===== config.mk =====
export PLATFORM = sky130hd
export DESIGN_NAME = ioctl_dl_pacer_flat
export DESIGN_NICKNAME = d
export VERILOG_FILES = /design/src/rtl/ioctl_dl_pacer_if.sv /design/src/rtl/ioctl_dl_pacer.sv /design/src/flat_wrapper.sv
export SDC_FILE = /design/constraint.sdc
export NUM_CORES = 1
export LEC_CHECK = 0
export ABC_AREA = 1
export CORE_MARGIN = 4
export CORE_UTILIZATION = 58
export CTS_BUF_LIST = sky130_fd_sc_hd__clkbuf_16
export DETAILED_ROUTE_END_ITERATION = 10
export PLACE_DENSITY = 0.9
export SETUP_SLACK_MARGIN = 0.2
export SLEW_MARGIN = 10
export SYNTH_ARGS = -nofsm -noshare
export SYNTH_HDL_FRONTEND = slang
export SYNTH_SLANG_ARGS = --single-unit

===== constraint.sdc =====
create_clock -name clk_12 -period 4.95 [get_ports clk_12]
set_clock_uncertainty 0.2 [all_clocks]
set_input_delay 0.99 -clock clk_12 [delete_from_list [all_inputs] [get_ports clk_12]]
set_output_delay 0.99 -clock clk_12 [all_outputs]
set_load 0.005 [all_outputs]

===== src/rtl/ioctl_dl_pacer_if.sv =====
// rtl/ioctl_dl_pacer_if.sv - ioctl download bus and core download port bundle
interface ioctl_dl_pacer_if #(
  parameter int ADDR_W = 16
);
  // Host-side ioctl download bus
  logic              ioctl_download;
  logic              ioctl_wr;
  logic [24:0]       ioctl_addr;
  logic [7:0]        ioctl_dout;
  logic [7:0]        ioctl_index;
  logic              ioctl_wait;

  // Core-side download port and status
  logic [ADDR_W-1:0] dn_addr;
  logic [7:0]        dn_data;
  logic              dn_wr;
  logic              dl_active;
  logic              dl_overflow;
  logic              dl_range_err;

  // Host / environment side
  modport master (
    output ioctl_download, ioctl_wr, ioctl_addr, ioctl_dout, ioctl_index,
    input  ioctl_wait, dn_addr, dn_data, dn_wr, dl_active, dl_overflow, dl_range_err
  );

  // Pacer side
  modport slave (
    input  ioctl_download, ioctl_wr, ioctl_addr, ioctl_dout, ioctl_index,
    output ioctl_wait, dn_addr, dn_data, dn_wr, dl_active, dl_overflow, dl_range_err
  );
endinterface


===== src/rtl/ioctl_dl_pacer.sv =====
// rtl/ioctl_dl_pacer.sv - filters, buffers and paces ioctl download beats into the core
module ioctl_dl_pacer #(
  parameter int         DEPTH  = 8,
  parameter int         GAP    = 4,
  parameter int         ADDR_W = 16,
  parameter logic [7:0] INDEX  = 8'h00
) (
  input  logic                clk_12,
  input  logic                reset_n,
  ioctl_dl_pacer_if.slave     bus
);

  localparam int         PTR_W    = $clog2(DEPTH);
  localparam int         CNT_W    = PTR_W + 1;
  localparam int         ENT_W    = ADDR_W + 8;
  localparam bit         HAS_GAP  = (GAP > 0);
  localparam logic [7:0] GAP_LOAD = HAS_GAP ? 8'(GAP - 1) : 8'd0;

  typedef enum logic [1:0] {
    ST_IDLE   = 2'd0,
    ST_STROBE = 2'd1,
    ST_GAP    = 2'd2
  } state_t;

  state_t             state_q, state_d;
  logic [7:0]         gap_cnt_q, gap_cnt_d;

  logic [ENT_W-1:0]   mem_q [DEPTH];
  logic [PTR_W-1:0]   wr_ptr_q, wr_ptr_d;
  logic [PTR_W-1:0]   rd_ptr_q, rd_ptr_d;
  logic [CNT_W-1:0]   count_q, count_d;

  logic [ADDR_W-1:0]  dn_addr_q;
  logic [7:0]         dn_data_q;
  logic               wait_q;
  logic               active_q;
  logic               overflow_q, overflow_d;
  logic               range_err_q, range_err_d;
  logic               download_q;

  logic               accept;
  logic [24:0]        addr_hi;
  logic               addr_bad;
  logic               push_req;
  logic               push_ok;
  logic               drop_full;
  logic               pop;
  logic               fifo_empty;
  logic               fifo_full;
  logic               dl_rise;
  logic [ENT_W-1:0]   wr_entry;
  logic [ENT_W-1:0]   rd_entry;

  // Beat qualification: anything not addressed to us is ignored without a trace
  assign accept     = bus.ioctl_download & bus.ioctl_wr & (bus.ioctl_index == INDEX);
  assign addr_hi    = bus.ioctl_addr >> ADDR_W;
  assign addr_bad   = |addr_hi;
  assign push_req   = accept & ~addr_bad;

  assign fifo_empty = (count_q == '0);
  assign fifo_full  = (count_q == CNT_W'(DEPTH));

  // A pop in the same cycle frees the slot, so a full FIFO can still take a beat
  assign push_ok    = push_req & (~fifo_full | pop);
  assign drop_full  = push_req & fifo_full & ~pop;

  assign wr_entry   = {bus.ioctl_addr[ADDR_W-1:0], bus.ioctl_dout};
  assign rd_entry   = mem_q[rd_ptr_q];

  assign dl_rise    = bus.ioctl_download & ~download_q;

  // FIFO pointer and occupancy next-state; pointers wrap naturally at DEPTH
  always_comb begin
    wr_ptr_d = wr_ptr_q;
    rd_ptr_d = rd_ptr_q;
    count_d  = count_q;
    if (push_ok) begin
      wr_ptr_d = wr_ptr_q + PTR_W'(1);
    end
    if (pop) begin
      rd_ptr_d = rd_ptr_q + PTR_W'(1);
    end
    count_d = count_q + CNT_W'(push_ok) - CNT_W'(pop);
  end

  // Sticky error flags: a new download window wipes them, a fresh error re-arms them
  always_comb begin
    overflow_d  = overflow_q;
    range_err_d = range_err_q;
    if (dl_rise) begin
      overflow_d  = 1'b0;
      range_err_d = 1'b0;
    end
    if (drop_full) begin
      overflow_d = 1'b1;
    end
    if (accept && addr_bad) begin
      range_err_d = 1'b1;
    end
  end

  // Output FSM: pop one entry, strobe it for one cycle, then hold off for GAP cycles
  always_comb begin
    state_d   = state_q;
    gap_cnt_d = gap_cnt_q;
    pop       = 1'b0;
    case (state_q)
      ST_IDLE: begin
        if (!fifo_empty) begin
          pop     = 1'b1;
          state_d = ST_STROBE;
        end
      end
      ST_STROBE: begin
        if (HAS_GAP) begin
          state_d   = ST_GAP;
          gap_cnt_d = GAP_LOAD;
        end else begin
          state_d = ST_IDLE;
        end
      end
      ST_GAP: begin
        if (gap_cnt_q == 8'd0) begin
          state_d = ST_IDLE;
        end else begin
          gap_cnt_d = gap_cnt_q - 8'd1;
        end
      end
      default: begin
        state_d = ST_IDLE;
      end
    endcase
  end

  // FSM state and gap counter registers
  always_ff @(posedge clk_12) begin
    if (!reset_n) begin
      state_q   <= ST_IDLE;
      gap_cnt_q <= 8'd0;
    end else begin
      state_q   <= state_d;
      gap_cnt_q <= gap_cnt_d;
    end
  end

  // FIFO storage; contents need no reset because the pointers define validity
  always_ff @(posedge clk_12) begin
    if (push_ok) begin
      mem_q[wr_ptr_q] <= wr_entry;
    end
  end

  // FIFO pointers and occupancy; reset discards anything queued
  always_ff @(posedge clk_12) begin
    if (!reset_n) begin
      wr_ptr_q <= '0;
      rd_ptr_q <= '0;
      count_q  <= '0;
    end else begin
      wr_ptr_q <= wr_ptr_d;
      rd_ptr_q <= rd_ptr_d;
      count_q  <= count_d;
    end
  end

  // Core address/data hold register, updated only on the IDLE->STROBE pop
  always_ff @(posedge clk_12) begin
    if (!reset_n) begin
      dn_addr_q <= '0;
      dn_data_q <= 8'd0;
    end else if (pop) begin
      dn_addr_q <= rd_entry[ENT_W-1:8];
      dn_data_q <= rd_entry[7:0];
    end
  end

  // Status registers; wait rises with two slots left to absorb the beat already in flight
  always_ff @(posedge clk_12) begin
    if (!reset_n) begin
      wait_q      <= 1'b0;
      active_q    <= 1'b0;
      overflow_q  <= 1'b0;
      range_err_q <= 1'b0;
      download_q  <= 1'b0;
    end else begin
      wait_q      <= (count_d >= CNT_W'(DEPTH - 2));
      active_q    <= bus.ioctl_download | ~fifo_empty | (state_q != ST_IDLE);
      overflow_q  <= overflow_d;
      range_err_q <= range_err_d;
      download_q  <= bus.ioctl_download;
    end
  end

  assign bus.ioctl_wait   = wait_q;
  assign bus.dn_addr      = dn_addr_q;
  assign bus.dn_data      = dn_data_q;
  assign bus.dn_wr        = (state_q == ST_STROBE);
  assign bus.dl_active    = active_q;
  assign bus.dl_overflow  = overflow_q;
  assign bus.dl_range_err = range_err_q;

endmodule

===== src/flat_wrapper.sv =====
// flat-port wrapper written by rule: the top's interface ports become plain ports
module ioctl_dl_pacer_flat 
#(
  parameter int         DEPTH  = 8,
  parameter int         GAP    = 4,
  parameter int         ADDR_W = 16,
  parameter logic [7:0] INDEX  = 8'h00
)
  (clk_12, reset_n, bus_ioctl_download, bus_ioctl_wr, bus_ioctl_addr, bus_ioctl_dout, bus_ioctl_index, bus_ioctl_wait, bus_dn_addr, bus_dn_data, bus_dn_wr, bus_dl_active, bus_dl_overflow, bus_dl_range_err);
  ioctl_dl_pacer_if #(.ADDR_W(ADDR_W)) bus_i ();
  input  logic clk_12;
  input  logic reset_n;
  input wire logic [$bits(bus_i.ioctl_download)-1:0] bus_ioctl_download;
  input wire logic [$bits(bus_i.ioctl_wr)-1:0] bus_ioctl_wr;
  input wire logic [$bits(bus_i.ioctl_addr)-1:0] bus_ioctl_addr;
  input wire logic [$bits(bus_i.ioctl_dout)-1:0] bus_ioctl_dout;
  input wire logic [$bits(bus_i.ioctl_index)-1:0] bus_ioctl_index;
  output wire logic [$bits(bus_i.ioctl_wait)-1:0] bus_ioctl_wait;
  output wire logic [$bits(bus_i.dn_addr)-1:0] bus_dn_addr;
  output wire logic [$bits(bus_i.dn_data)-1:0] bus_dn_data;
  output wire logic [$bits(bus_i.dn_wr)-1:0] bus_dn_wr;
  output wire logic [$bits(bus_i.dl_active)-1:0] bus_dl_active;
  output wire logic [$bits(bus_i.dl_overflow)-1:0] bus_dl_overflow;
  output wire logic [$bits(bus_i.dl_range_err)-1:0] bus_dl_range_err;
  assign bus_i.ioctl_download = bus_ioctl_download;
  assign bus_i.ioctl_wr = bus_ioctl_wr;
  assign bus_i.ioctl_addr = bus_ioctl_addr;
  assign bus_i.ioctl_dout = bus_ioctl_dout;
  assign bus_i.ioctl_index = bus_ioctl_index;
  assign bus_ioctl_wait = bus_i.ioctl_wait;
  assign bus_dn_addr = bus_i.dn_addr;
  assign bus_dn_data = bus_i.dn_data;
  assign bus_dn_wr = bus_i.dn_wr;
  assign bus_dl_active = bus_i.dl_active;
  assign bus_dl_overflow = bus_i.dl_overflow;
  assign bus_dl_range_err = bus_i.dl_range_err;
  ioctl_dl_pacer #(.DEPTH(DEPTH), .GAP(GAP), .ADDR_W(ADDR_W), .INDEX(INDEX)) u_core (.clk_12(clk_12), .reset_n(reset_n), .bus(bus_i));
endmodule

-- Word level (Yosys, flattened, before mapping)
Memory sizes are Yosys's and may differ from the RTL's. A register that Yosys moved wholly into a read port is not among the register bits.
Cells that the tools add are included.
- flip-flop bits (word level): 25
- memory bits (writable): 192
- input bits: 45
- output and inout port bits: 29
- word-level logic and storage cells: 63
- memories kept: 1
- memory list (name ; depth ; width ; read ports ; clocked after memory_dff ; write ports ; line ; RTL):
    u_core.mem_q ; 8 ; 24 ; 1 ; 1 ; 1 ; ioctl_dl_pacer.sv:28 ; logic [ENT_W-1:0] mem_q [DEPTH];
- $add $sub $neg: 5
- order comparisons: 1
- equality and inequality tests: 6
- muxes and demuxes: 12
- bitwise gates (word level): 15
- reductions and logical operators: 13
- operators with widths (kind ; number):
    logical NOT 8 bit ; 2
    case mux 8 bit (2 select lines) ; 1
    OR reduction 9 bit ; 1
    two-way mux 8 bit ; 1
    nonzero test 2 bit ; 4
    subtractor 8 x 1 -> 8 bit, second input constant ; 1
    AND 1 bit ; 7
    two-way mux 1 bit ; 7
    adder 3 x 1 -> 3 bit, second input constant ; 2
    case mux 2 bit (3 select lines) ; 1
    NOT 1 bit ; 5
    adder 4 x 1 -> 4 bit ; 1
    == test 4 bit, second input constant ; 1
    greater-or-equal comparator 4 x 3 -> 1 bit, second input constant ; 1
    logical NOT 4 bit ; 1
    two-way mux 2 bit ; 2
    != test 2 bit, second input constant ; 2
    AND reduction 2 bit ; 2
    subtractor 4 x 1 -> 4 bit ; 1
    OR 1 bit ; 3
    == test 2 x 1 -> 1 bit, second input constant ; 1
    == test 2 bit, second input constant ; 1
    logical NOT 2 bit ; 1
    != test 2 x 1 -> 1 bit, second input constant ; 1
    2 further kinds ; 2

-- Logic depth before layout (Yosys ltp)
- word-level depth: 8
- gate-level depth with buffers: 15
- gate-level depth less buffers: 14

-- Worst setup path after synthesis
Ideal clock, no wire load.
- path kind: input port to flip-flop
- start point: input port bus_ioctl_addr[19]
- end point: memory u_core.mem_q[5][0] in the netlist's numbering, enable pin
- setup time: 435 ps
- arrival time: 3332 ps
- data required time: 4315 ps
- slack: 983 ps
- cell stages on the path: 7
- path buffers: 0
- path through: nor2_1 nand3_1 nor2_1 nand3_2 inv_2 nand2_2 nor3_1
- longest elaborated chain between the ends: 6
- ends and longest elaborated chain (element ; line ; RTL):
    start, declared ; flat_wrapper.sv:15 ; input wire logic [$bits(bus_i.ioctl_addr)-1:0] bus_ioctl_addr;
    OR reduction 9 bit ; ioctl_dl_pacer.sv:57 ; assign addr_bad = |addr_hi;
    NOT 1 bit ; ioctl_dl_pacer.sv:58 ; assign push_req = accept & ~addr_bad;
    AND 1 bit ; ioctl_dl_pacer.sv:58 ;
    AND 1 bit ; ioctl_dl_pacer.sv:64 ; assign push_ok = push_req & (~fifo_full | pop);
    named net u_core.push_ok ; ioctl_dl_pacer.sv:45 ; logic push_ok;
    two-way mux 1 bit ; ioctl_dl_pacer.sv:148 ; if (push_ok) begin
    two-way mux 1 bit (not written as such) ; ioctl_dl_pacer.sv:149 ; mem_q[wr_ptr_q] <= wr_entry;
    end, declared ; ioctl_dl_pacer.sv:28 ;
The timed path passes the listed nets, and every way through them passes these cells.

-- Worst setup path after layout
- start point: input port bus_ioctl_download
- end point: memory u_core.mem_q[7][22] in the netlist's numbering, enable pin
- longest elaborated chain between the ends: 6
- ends and longest elaborated chain (element ; line ; RTL):
    start, declared ; flat_wrapper.sv:13 ; input wire logic [$bits(bus_i.ioctl_download)-1:0] bus_ioctl_download;
    AND 1 bit (2 in a row) ; ioctl_dl_pacer.sv:55 ; assign accept = bus.ioctl_download & bus.ioctl_wr & (bus.ioctl_index == INDEX);
    AND 1 bit ; ioctl_dl_pacer.sv:58 ;
    AND 1 bit ; ioctl_dl_pacer.sv:64 ;
    named net u_core.push_ok ; ioctl_dl_pacer.sv:45 ;
    two-way mux 1 bit ; ioctl_dl_pacer.sv:148 ;
    two-way mux 1 bit (not written as such) ; ioctl_dl_pacer.sv:149 ;
The timed path passes the listed nets, and every way through them passes these cells.

==> metrics.txt <==
CTS tree yes; Critical Path AT 3.27 ns; Worst Setup Start Kind primary input; switching share of power 32.5%; largest area contributor in the netlist edfxtp_1; Final min period 3.25 ns; fin nets 946; Logic pwr share 27.7%; post-synth top area share 57.9%; first-pass GRT wire length 33,500 um; FMAX 0.308 GHz; Hold Path Class reg -> reg; Max-Cap Viols 0; P_int 3.99 mW; Area Growth Syn to Fin 16.8%; final period utilization 65.6%; final hold vios 0; Core Area 16,700 um2; synthesized flop and latch total 241; vias in the first global route 6,637; status finished, final reports clean; r2r worst-path depth 10; # diodes 0; crit end category register; CP max-delay cell nor3_2; number of I/O pins 74; worst skew pair latency 0.53 ns; worst setup path endpoint u_core.mem_q[7][22]; Cells after Synth 822; Worst R2R Setup Slack 2.15 ns; clk slew on worst S/H paths 0.06 ns; number of CTS-inserted buffers 25; hold depth 2; Sink Count 241; Clock power frac 30.1%; Die Area 19,300 um2; Detail Placement HPWL 12,300 um; worst-path fanout max 17; CTS max path bufs 3; power after layout 5.91 mW; power per cell area 508 nW/um2; 1st-pass router iterations 5; antenna violations before repair 0; die span in x 139 um; RSZ-0062 raised after global routing no; CTS root buf clkbuf_16; Seq/Total Area, Yosys 67.8%; number of post-CTS setup repair buffers 0; routed via count 6,524; Site Rows 47; FILL cells 1,112; Required @ worst endpoint 4.97 ns; DR DRC count 0; Pleak 4.11 nW; drt initial violations 691; Seq pwr share 42.2%; CP Launch Point bus_ioctl_download; post-synth cell types 31; share of layout cells above drive strength 1 15.5%; cts repair resizes 0; port bufs 73; WS Path Type in -> reg; gr usage total 21.3%; GPL Wtd Cong 0.821; Post-DRT Antenna Nets 0; gr ovfl total 0; Routed WL 20,900 um; largest cells by area after synthesis edfxtp_1 58%, dfxtp_1 9.9%, a21oi_2 5.6%; Synth Warn # 0; worst-margin pin slew 1.14 ns; Post-Syn Area 9950 um2; cell class contributing the biggest share of worst-path delay simple AND/OR/NAND/NOR gates; CP most frequent cell inv_2; peak supply drop 0.000412 V; FF-to-FF Start u_core.count_q[2]; Worst path depth 10; final slew viol count 0; routed vias/inst 5.78; CTS Hold Buffers Added 0; Avg Inst Size Synth 12.1 um2; crit path buf inv count 4; WHS 0.281 ns; largest net degree at the start of global routing 60; Starting Density 59.6%; Setup Viol. Count Final 0; slowest stage delay, CP 0.71 ns; chip height 139 um; crit-path cells clkdlybuf4s50_1 -> nand2_1 -> inv_2 -> nand3_1 -> nor2_2 -> nand3_2 -> inv_2 -> nand2_2 -> nor3_2 -> buf_12; Setup TNS Final 0 ns; WL/cell 18.5 um; Clock H-tree levels 1; min-delay src u_core.gap_cnt_q[4]; Rel. slew slack 23.6%; Syn Nets 878; r2r endpoint u_core.mem_q[7][22]; net switching power 1.92 mW
cells by family (layout without fill, tap and decap cells):
| family | Yosys count | count (layout) | share of synthesized area (%) |
|---|---|---|---|
| fa+ha+maj | 11 | 11 | 1.46 |
| xor+xnor | 5 | 5 | 0.440 |
| compound gates | 261 | 261 | 16.9 |
| simple gates | 171 | 171 | 7.15 |
| buf+inv | 133 | 220 | 6.20 |
| flops | 241 | 241 | 67.8 |
placed cells by master, fill, tap and decap left out, types with 10 or more instances in the layout:
master / n
o211ai_1: 44
edfxtp_1: 192
clkdlybuf4s50_1: 73
nand3_1: 12
buf_4: 15
inv_1: 85
o21ai_1: 49
o21ai_0: 78
dfxtp_1: 47
ha_1: 10
a21oi_1: 22
clkbuf_16: 25
nor2_1: 74
a21oi_2: 64
nand2_1: 62
Yosys cell counts, drive strengths merged:
cell type and n:
fa 1, nand2 66, nor2 77, ha 10
clkinv 1, or2 1, nand4 3, buf 27
o21ai 127, inv 84, xnor2 2, xor2 3
nor3b 1, edfxtp 192, clkbuf 21, a21oi 86
o211ai 48, dfxtp 49, nor3 10, nand3 13
layout make-up:
class                      count  area [um2]  share of cell area [%]
multi-input combinational    448        2630                    22.6
clock buffer                  25         626                    5.38
timing repair buffer          89         863                    7.42
inverter                      85         324                    2.79
sequential                   241        6750                    58.1
clock inverter                21         158                    1.36
tap                          220         275                    2.37
registers in the layout, summed over array words and instances (netlist names):
signal,flops
u_core.mem_q,192
u_core.bus.dn_addr,16
u_core.bus.dn_data,8
u_core.gap_cnt_q,8
u_core.count_q,4
u_core.rd_ptr_q,3
u_core.wr_ptr_q,3
u_core.state_q,2
u_core.bus.dl_active,1
u_core.bus.dl_overflow,1
u_core.bus.dl_range_err,1
u_core.bus.ioctl_wait,1
u_core.download_q,1
worst min-delay path by stage:
stage | end | slack (ns)
3_3_place_gp | u_core.gap_cnt_q[4] | 0.25
4_1_cts | u_core.gap_cnt_q[3] | 0.29
5_1_grt | u_core.gap_cnt_q[3] | 0.31
2_1_floorplan | u_core.gap_cnt_q[4] | 0.24
6_report | u_core.gap_cnt_q[4] | 0.28
3_5_place_dp | u_core.gap_cnt_q[3] | 0.28
through the flow:
step / utilization (%) / instance area, um2 / std cells / setup slack (ns)
floorplan: - / 9950 / 822 / 0.983
detailed placement: 64.9 / 10800 / 1083 / 1.17
CTS: 69.6 / 11600 / 1129 / 1.70
finish: 69.6 / 11600 / 1129 / 1.70
global route: 69.6 / 11600 / 1129 / 1.58
global placement: 64.9 / 10800 / 1083 / 1.29
worst register-to-register path, delay by kind of cell (launching register included):
kind	cells	cell delay [ns]
adders and majority gates	1	0.19
buffers and inverters	3	0.44
DFF	1	0.31
and+or+nand+nor	6	1.36
layer usage:
metal | track usage [%] | part of all wire, %
met1 | 26.6 | 40
met5 | 0 | 0
met4 | 6.54 | 2.3
met3 | 3.59 | 6.9
met2 | 38.3 | 51
power groups by stage:
stage / combinational [mW] / sequential, mW / clock [mW]
global route: 1.83 / 2.52 / 1.88
finish: 1.64 / 2.49 / 1.78
floorplan: 1.31 / 2.42 / 0
global placement: 1.55 / 2.53 / 0
detailed placement: 1.63 / 2.53 / 0
CTS: 1.65 / 2.49 / 1.79
No activity file was read; power rests on OpenSTA's default activity.
==> RTL edit: new RTL, config.mk and constraints unchanged <==
Compare `count_q` against `CNT_W'(DEPTH)` with >= in place of ==.
--- a/src/rtl/ioctl_dl_pacer.sv
+++ b/src/rtl/ioctl_dl_pacer.sv
@@ -58,7 +58,7 @@
   assign push_req   = accept & ~addr_bad;
 
   assign fifo_empty = (count_q == '0);
-  assign fifo_full  = (count_q == CNT_W'(DEPTH));
+  assign fifo_full  = (count_q >= CNT_W'(DEPTH));
 
   // A pop in the same cycle frees the slot, so a full FIFO can still take a beat
   assign push_ok    = push_req & (~fifo_full | pop);
Behaviour: same outputs for any inputs over 10 cycles, from zero or initial values and one cycle with reset_n low; that may be too few to reach the edited logic, so the function may still have changed.
==> RTL edit against the unedited design <==
- synthesized cell count fell by 1.1%
- worst setup slack improved by 0.13 ns
- register-to-register slack gained 0.18 ns
- die area is essentially flat
- wire length is 1.7% lower
- power increased by 2.7%
- sequential cell count stayed put
- synthesized area hardly changed
- final area rose by 0.39%
- utilization is 0.27 points higher
==> RTL edit: results (changes against the unedited design) <==
[run_status]
status=complete, no violations  ; unchanged

[place]
gp_congestion=0.796  ; was 0.821
post-place-ws_ns=1.31  ; was 1.17 ns
dp.cells=1074  ; was 1,083
dp_hpwl_mm=11.5  ; was 12.3 mm
dpl-instance-area_um2=10800  ; about the same

[hold_path]
hold_end=u_core.bus.dl_overflow  ; was u_core.gap_cnt_q[4]
min-delay-start=u_core.bus.dl_overflow  ; was u_core.gap_cnt_q[4]

[synth]
syn_nets=869  ; was 878
synth_area_um2=9950  ; about the same
ys_seq_area_frac=0.678  ; about the same
yosys.area_share.adder=0.0146  ; about the same
synthXorXnorAreaFrac=0.00528  ; was 0.00440
synth.top_cells.by_count=edfxtp_1, nor2_1, inv_1, o21ai_0, a21oi_2  ; was edfxtp_1, inv_1, o21ai_0
syn-instance-count=813  ; was 822
synth_compound_area_frac=0.170  ; was 0.169
ys_types=32  ; was 31
synth.area.top_cells=edfxtp_1, dfxtp_1, a21oi_2  ; unchanged
synthMuxAreaShare=0  ; unchanged

[detailed_routing]
wl_met1_mm=8.18  ; was 8.31 mm
routed_wl_mm=20.5  ; was 20.9 mm
wl_met2_mm=10.6  ; about the same
wl_per_cell_um=18.4  ; was 18.5 µm
drt-vias-per-instance=5.72  ; was 5.78
drt_iter0_markers=498  ; was 691
wl_met3_mm=1.20  ; was 1.45 mm

[clock_tree]
clk-insertion-delay-late_ns=0.51  ; was 0.53 ns
cts-root-buf=clkbuf_16  ; unchanged
numCtsBuffers=24  ; was 25

[critical_path]
path_delay_family=buffers and inverters  ; was simple AND/OR/NAND/NOR gates
r2r_cells=11  ; was 10
cpPeakStageDelay_ns=0.54  ; was 0.71 ns
endpoint=u_core.bus.ioctl_wait  ; was u_core.mem_q[7][22]
arrival_ns=3.31  ; was 3.27 ns
slowest_stage=clkdlybuf4s50_1  ; was nor3_2
ff2ff_setup_slack_ns=2.33  ; was 2.15 ns
crit_fanout=4  ; was 17

[timing]
worst_slew_pin_slew_ns=0.969  ; was 1.14 ns
period_needed_ns=3.11  ; was 3.25 ns
hold_slack_ns=0.264  ; was 0.281 ns

[layout]
drive_above_1_share=0.161  ; was 0.155
layout.nets=936  ; was 946
fillCellCount=1100  ; was 1,112

[grt]
antenna_found_initial=0  ; unchanged
grt_util_met3=0.0359  ; unchanged
met1_usage=0.271  ; was 0.266
grt.met2_usage=0.373  ; was 0.383
grt_usage=0.213  ; about the same
grt_pass1_wl_mm=33.4  ; was 33.5 mm
first_global_vias=6534  ; was 6,637
grt_start_max_net_pins=76  ; was 60

[power_and_ir_drop]
switchingPower_w=0.00194  ; was 0.00192 W
pg_clk_w=0.00189  ; was 0.00178 W
leakage_nw=4.10  ; was 4.11 nW
vdd_drop_max_mv=0.406  ; was 0.412 mV
p_total_w=0.00606  ; was 0.00591 W

RTL edit: cell count changes after synthesis, moves of 2 or more:
cell	before	now
nor3_1	10	4
o211ai_2	4	0
clkbuf_2	4	0
inv_2	6	8
a21oi_1	22	24
inv_1	78	72
nand3_1	12	10
o211ai_1	44	48
buf_2	11	14
nand2_1	62	56
nor3_2	0	8
o21ai_0	78	72
o21ai_1	49	53
RTL edit: worst min-delay path: stages, from the launching register on:
cell     delay, ns
dfxtp_1       0.31
nand2_1       0.06
a21oi_1       0.05
RTL edit: cell type report:
cell class | count | area (µm²) | share of cell area
sequential | 241 | 6750 | 0.579
multi-input combinational | 443 | 2660 | 0.228
timing repair buffer | 88 | 843 | 0.0722
clock buffer | 24 | 601 | 0.0515
inverter | 82 | 310 | 0.0266
tap | 220 | 275 | 0.0236
clock inverter | 20 | 231 | 0.0198
